**src/rtl/stream_bit_reducer_pkg.sv**
```systemverilog
// stream_bit_reducer_pkg: state encoding, OPERATION decode and counter saturation limit
package stream_bit_reducer_pkg;
  typedef enum logic {S_FIRST, S_ACCUM} state_t;
  typedef enum logic [1:0] {OP_AND, OP_OR, OP_XOR} op_t;
  function automatic logic op_supported(input string op);
    return op == "AND" || op == "NAND" || op == "OR" || op == "NOR" || op == "XOR" || op == "XNOR";
  endfunction
  function automatic op_t base_of(input string op);
    return (op == "AND" || op == "NAND") ? OP_AND : (op == "OR" || op == "NOR") ? OP_OR : OP_XOR;
  endfunction
  function automatic logic is_inverted(input string op);
    return op == "NAND" || op == "NOR" || op == "XNOR";
  endfunction
  function automatic logic combine(input op_t op, input logic a, input logic b);
    return op == OP_AND ? a & b : op == OP_OR ? a | b : a ^ b;
  endfunction
  function automatic longint unsigned sat_max(input int w);
    return (64'd1 << w) - 64'd1;
  endfunction
endpackage

```
**src/rtl/stream_bit_reducer_bit_reducer.sv**
```systemverilog
// Bit_Reducer: collapses INPUT_COUNT bits to one bit with the selected base operation
module Bit_Reducer
  import stream_bit_reducer_pkg::*;
#(
  parameter op_t OPERATION = OP_XOR,
  parameter int INPUT_COUNT = 8
) (
  input  logic [INPUT_COUNT-1:0] in_bits,
  output logic                   out_bit
);
  always_comb out_bit = OPERATION == OP_AND ? &in_bits : OPERATION == OP_OR ? |in_bits : ^in_bits;
endmodule

```
**src/rtl/stream_bit_reducer.sv**
```systemverilog
// stream_bit_reducer: reduces each frame of beats to one bit; per-frame beat count
// is present when STREAM_BIT_REDUCER_BEAT_COUNT_EN is defined.
module stream_bit_reducer
  import stream_bit_reducer_pkg::*;
#(
  parameter string OPERATION   = "XOR",
  parameter int    WORD_WIDTH  = 8,
  parameter int    COUNT_WIDTH = 8
) (
  input  logic                  clock,
  input  logic                  clear_n,
  input  logic                  in_valid,
  output logic                  in_ready,
  input  logic [WORD_WIDTH-1:0] in_data,
  input  logic                  in_last,
  output logic                  out_valid,
  input  logic                  out_ready,
  output logic                  out_bit
`ifdef STREAM_BIT_REDUCER_BEAT_COUNT_EN
  ,
  output logic [COUNT_WIDTH-1:0] out_beats
`endif
);
  localparam op_t  BASE = base_of(OPERATION);
  localparam logic INV  = is_inverted(OPERATION);

  if (!op_supported(OPERATION) || WORD_WIDTH < 1 || COUNT_WIDTH < 1) begin : g_bad_cfg
    $error("stream_bit_reducer: unsupported OPERATION or width");
  end

  state_t state_q;
  logic   acc_q, acc_d, out_valid_q, out_bit_q, beat_bit, in_fire, first;

  Bit_Reducer #(.OPERATION(BASE), .INPUT_COUNT(WORD_WIDTH)) u_reduce (
    .in_bits(in_data),
    .out_bit(beat_bit)
  );

  assign in_ready  = ~out_valid_q | out_ready;
  assign in_fire   = in_valid & in_ready;
  assign first     = state_q == S_FIRST;
  assign acc_d     = first ? beat_bit : combine(BASE, acc_q, beat_bit);
  assign out_valid = out_valid_q;
  assign out_bit   = out_bit_q;

`ifdef STREAM_BIT_REDUCER_BEAT_COUNT_EN
  localparam logic [COUNT_WIDTH-1:0] CNT_MAX = COUNT_WIDTH'(sat_max(COUNT_WIDTH));
  logic [COUNT_WIDTH-1:0] cnt_q, cnt_d, out_beats_q;
  assign cnt_d     = first ? COUNT_WIDTH'(1) : (cnt_q == CNT_MAX ? cnt_q : cnt_q + 1'b1);
  assign out_beats = out_beats_q;
`endif

  always_ff @(posedge clock or negedge clear_n)
    if (!clear_n) begin
      state_q     <= S_FIRST;
      acc_q       <= 1'b0;
      out_valid_q <= 1'b0;
      out_bit_q   <= 1'b0;
`ifdef STREAM_BIT_REDUCER_BEAT_COUNT_EN
      cnt_q       <= '0;
      out_beats_q <= '0;
`endif
    end else begin
      if (in_fire) begin
        acc_q   <= acc_d;
        state_q <= in_last ? S_FIRST : S_ACCUM;
`ifdef STREAM_BIT_REDUCER_BEAT_COUNT_EN
        cnt_q   <= cnt_d;
`endif
      end
      // a new result may replace the one being consumed in the same cycle
      if (in_fire && in_last) begin
        out_valid_q <= 1'b1;
        out_bit_q   <= acc_d ^ INV;
`ifdef STREAM_BIT_REDUCER_BEAT_COUNT_EN
        out_beats_q <= cnt_d;
`endif
      end else if (out_ready) out_valid_q <= 1'b0;
    end
endmodule

```
**config.mk**
```make
export PLATFORM = sky130hd
export DESIGN_NAME = stream_bit_reducer
export DESIGN_NICKNAME = d
export VERILOG_FILES = /design/src/rtl/stream_bit_reducer_pkg.sv /design/src/rtl/stream_bit_reducer_bit_reducer.sv /design/src/rtl/stream_bit_reducer.sv
export SDC_FILE = /design/constraint.sdc
export NUM_CORES = 1
export LEC_CHECK = 0
export ABC_AREA = 0
export BUFFER_PORTS_ARGS = -buffer_cell sky130_fd_sc_hd__buf_2
export CORE_AREA = 4 4 41 43
export DETAILED_ROUTE_END_ITERATION = 8
export DIE_AREA = 0 0 45 47
export GPL_ROUTABILITY_DRIVEN = 1
export GPL_TIMING_DRIVEN = 0
export PLACE_DENSITY = 0.46
export SLEW_MARGIN = 40
export SYNTH_ARGS = -nofsm -noshare
export SYNTH_HDL_FRONTEND = slang
export SYNTH_HIERARCHICAL = 1
export SYNTH_SLANG_ARGS = --single-unit
export TNS_END_PERCENT = 100
```
**constraint.sdc**
```tcl
create_clock -name clock -period 1 [get_ports clock]
set_input_delay 0.05 -clock clock [delete_from_list [all_inputs] [get_ports clock]]
set_output_delay 0.05 -clock clock [all_outputs]
set_load 0.1 [all_outputs]
```
== Yosys cells after proc, flatten, opt, wreduce, memory -nomap -nowiden ==
Index checks and enable logic that the tools add are counted.

* Bitwise operators: 4
* Equal/unequal tests: 0
* Muxes and demuxes: 4
* Add/sub/neg operators: 0
* Shifts and indexed selects: 0
* Reduce and logical (&&, ||, !) cells: 3
* Multiply operators: 0
* Divide/modulo/power cells: 0
* Magnitude comparators: 0

{| class="wikitable"
|+ Operators by type and width
! operator !! count
|-
| parity 8 bit || 1
|-
| two-way mux 1 bit || 4
|-
| nonzero test 2 bit || 1
|-
| bitwise AND 1 bit || 1
|-
| logical AND 1 bit || 1
|-
| NOT 1 bit || 1
|-
| bitwise OR 1 bit || 1
|-
| bitwise XOR 1 bit || 1
|}

* ROM bits: 0
* Bits in latches: 0
* Bits in writable memories: 0
* Register bits: 4
* Word-level logic and storage cells: 15
* Memories: 0

== Logic depth before layout (Yosys ltp) ==
* Depth after elaboration: 5
* Mapped depth: 5
* Gate-level depth less buffers: 5

== Modules after synthesis ==
The synthesis kept the hierarchy.

{| class="wikitable"
|+ Modules (own cells, without submodules)
! module !! area each (sq um) !! times used !! cells each !! seq. area each (sq um)
|-
| stream_bit_reducer || 187.7 || 1 || 17 || 100.1
|-
| Bit_Reducer || 61.3 || 1 || 7 || 0.0
|}

== Least setup slack after synthesis ==
Ideal clock, no wire load.

* Path type: register -> register
* Start: reg out_valid_q, in the netlist out_valid
* End: reg acc_q
* Setup slack: -1.005 ns
* Data arrival time: 1.881 ns
* Data required time: 0.876 ns
* Stages on the path, launching flop included: 4
* Buffers on the path: 0
* Clock period less this slack: 2.005 ns
* Path through: dfrtp_1 > nand2b_4 > and4_1 > a211o_1

* Longest elaborated chain between the ends: 3

{| class="wikitable"
|+ Ends and longest elaborated chain
! what !! RTL line !! RTL
|-
| start: declaration || stream_bit_reducer.sv:32 || <nowiki>logic acc_q, acc_d, out_valid_q, out_bit_q, beat_bit, in_fire, first;</nowiki>
|-
| start signal: assignment || stream_bit_reducer.sv:57 || <nowiki>out_valid_q <= 1'b0;</nowiki>
|-
| start signal: assignment || stream_bit_reducer.sv:73 || <nowiki>out_valid_q <= 1'b1;</nowiki>
|-
| start signal: assignment || stream_bit_reducer.sv:78 || <nowiki>end else if (out_ready) out_valid_q <= 1'b0;</nowiki>
|-
| NOT 1 bit || stream_bit_reducer.sv:39 || <nowiki>assign in_ready = ~out_valid_q | out_ready;</nowiki>
|-
| bitwise OR 1 bit || stream_bit_reducer.sv:39 ||
|-
| via in_ready || stream_bit_reducer.sv:13 || <nowiki>output logic in_ready,</nowiki>
|-
| bitwise AND 1 bit || stream_bit_reducer.sv:40 || <nowiki>assign in_fire = in_valid & in_ready;</nowiki>
|-
| end signal: assignment || stream_bit_reducer.sv:56 || <nowiki>acc_q <= 1'b0;</nowiki>
|-
| end signal: assignment || stream_bit_reducer.sv:65 || <nowiki>acc_q <= acc_d;</nowiki>
|-
| end: declaration || stream_bit_reducer.sv:32 ||
|}

The timed path passes the listed nets, and every way through them passes these cells.
A chain may end at the register's enable or synchronous reset.

== Final worst setup path ==
* Start: reg out_valid_q, in the netlist out_valid
* End: out in_ready

* Longest elaborated chain between the ends: 2

{| class="wikitable"
|+ Ends and longest elaborated chain
! what !! RTL line
|-
| NOT 1 bit || stream_bit_reducer.sv:39
|-
| bitwise OR 1 bit || stream_bit_reducer.sv:39
|-
| end: declaration || stream_bit_reducer.sv:13
|}

Every way passes these cells.

==> key figures <==
Floorplan
  – Starting density of the core: 19.1%
  – Core area: 1300 um2
  – Row count: 13
  – Die area: 2120 um2
  – Io pins: 16
  – DIE WIDTH: 45 um
  – Die Span Y: 47 um

STA
  – Final Hold Viols: 0
  – Clk_skew: 0.0117 ns
  – Setup slack after layout: -0.0660 ns
  – Fin crit share: 107%
  – Max-slew headroom: 82.3%
  – Min cycle time layout: 1.07 ns
  – Final setup vio count: 5
  – Max Transition Viols Final: 0
  – Tightest Pin Transition: 0.263 ns
  – RSZ-0062 raised after global routing: true
  – Fmax: 0.938 GHz
  – Worst hold margin: 0.0502 ns

Final layout
  – Share of cells above drive strength 1: 50.0%
  – Antenna cells: 0
  – P&R area growth vs syn: 70.4%
  – Final instance area: 424 um2
  – Number of nets in the layout: 60

Yosys
  – Syn_area_per_cell: 10.4 um2
  – Simple-gate portion of the synthesized area: 16.6%
  – Yosys top cell by area: dfrtp_1
  – Cell Area, Synth: 249 um2
  – XOR/XNOR share of the synthesized area: 28.1%
  – Syn Inst Count: 24
  – Post-synth EDFFs: 0
  – Yosys Warn Count: 6
  – Count leader, synth: xnor2_1
  – Count of cell types in the netlist: 12
  – FFs w/ async S/R, synth: 100%
  – Compound-Gate Fraction of Synth Area: 9.55%
  – Post-Synth Adder-Cell Area: 0%
  – Post-synth net total: 37
  – Synth Flop Type: dfrtp_1
  – Largest cells by area after synthesis: dfrtp_1, xnor2_1, xor2_1
  – Mux cell area share after synthesis: 4.02%
  – Synth top cells by count: xnor2_1, dfrtp_1, nand2_1
  – Share of the synthesized area in the top cell type: 40.2%
  – Seq/Total Area, Yosys: 40.2%
  – Largest family of logic cells by synthesized area: XOR/XNOR gates
  – FF+latch count, synth: 4

Pwr
  – Cell area power density: 2180 nW/um2
  – Worst VDD drop: 0.000945 V
  – Leakage: 0.000210 uW

Detailed routing
  – Total Routed Length: 531 um
  – Wire per inst: 8.70 um
  – Total vias in the final route: 245
  – Antenna viol nets, final: 0
  – Via density: 4.02
  – Drt pass-1 iters: 4
  – # DRC: 0
  – DR iter-0 viols: 2

Clock tree
  – CTS tree: yes
  – Worst skew pair latency: 0.24 ns
  – Number of CTS-inserted buffers: 3
  – Clock sink total: 4
  – Clock buffer depth: 2
  – H-tree depth: 1
  – CTS Root Cell: clkbuf_4
  – Worst-path clk slew: 0.04 ns

Outcome
  – Failing checks: negative setup slack
  – Outcome: complete, but fails checks

Setup path
  – Element type at the critical path start: register
  – R2r setup slk: -0.05 ns
  – Critical Path Fanout Max: 5
  – Crit path from: out_valid
  – Required @ worst endpoint: 0.95 ns
  – FF-to-FF Start: out_valid
  – CP Data Arrival Time: 1.02 ns
  – Kind of critical path: register to output port
  – CP Capture Type: output port

Global route
  – GRT Total Usage: 5.95%
  – Largest net degree at the start of global routing: 7
  – Overflow after GRT: 0
  – M3 GR Usage: 6.13%
  – Layer with the highest usage: met2
  – Vias in the first global route: 203
  – Met2 global-route usage: 6.78%
  – Met1 global-route usage: 5.98%
  – Initial antenna violation count: 0
  – First-pass GRT wire length: 779 um

Placement
  – GP Congestion: 0.733
  – PortBufs: 15
  – DP Area: 349 um2

Flow run
  – Maxcap violations: 0

Min path
  – Hold Startpoint: in_last
  – Hold Path Class: input pin to register
## cell families (layout without fill, tap and decap cells)
kind of cell,count (synthesis),after routing
XOR/XNOR,8,8
AND/OR/NAND/NOR,7,7
flip-flops,4,4
AO/OA/AOI/OAI,3,3
multiplexers,1,1
buffers and inverters,1,23
## routing by layer
metal / vias to the layer above / routed length [um]
li1: 124 / -
met3: 2 / 92
met1: 103 / 247
met5: - / 0
met4: 0 / 7
met2: 16 / 182
## sequential cells by signal (all words and copies together) (netlist names)
signal     cells
acc_q          1
out_bit        1
out_valid      1
state_q        1
## metrics by stage
stage / utilization [%] / setup TNS (ns) / worst slack, ns / cells / total power (uW)
6_report: 32.6 / -0.160 / -0.0660 / 61 / 924
5_1_grt: 32.6 / -0.322 / -0.102 / 61 / 984
4_1_cts: 32.0 / -0.210 / -0.0879 / 60 / 939
3_5_place_dp: 26.8 / -0.413 / -0.204 / 54 / 676
3_3_place_gp: 26.8 / -0.388 / -0.183 / 54 / 670
2_1_floorplan: - / -1.22 / -0.452 / 24 / 588
## what timing repair did
item	CTS	global route
hold buffers	1	0
buffers inserted	1	1
setup endpoints to repair	4	4
resized for setup	7	0
pin swaps	2	0
hold endpoints to repair	4	0
## path summary, 6_finish.rpt
path                              to  cells after the start
max                         in_ready                      2
min                          state_q                      2
max reg2reg                    acc_q                      3
min reg2reg                    acc_q                      1
max in group asynchronous  out_valid                      2
min in group asynchronous    out_bit                      2
## power breakdown
part / internal (uW) / total, uW / switching [uW] / leakage (uW)
registers: 215 / 243 / 28.1 / 0.0000454
clock network: 150 / 219 / 68.8 / 0.0000150
logic: 158 / 462 / 304 / 0.000149
## cell type report
| cell class | count | area (um2) |
|---|---|---|
| tap | 15 | 18.8 |
| sequential | 4 | 104 |
| inverter | 1 | 3.75 |
| timing repair buffer | 18 | 124 |
| multi-input combinational | 19 | 148 |
| fill | 144 | 877 |
| clock buffer | 4 | 26.3 |
## placed cells by master, fill, tap and decap left out, types with 2 or more instances in the layout
| cell | count |
|---|---|
| buf_4 | 3 |
| xor2_1 | 2 |
| nand2_1 | 3 |
| xnor2_1 | 6 |
| buf_2 | 12 |
| clkbuf_4 | 3 |
| dfrtp_1 | 3 |
## worst max-delay path, cell delays in order (launching register included)
cell	delay [ns]
dfrtp_4	0.48
nand2b_4	0.11
buf_12	0.18
(Power assumes the default switching activity.)
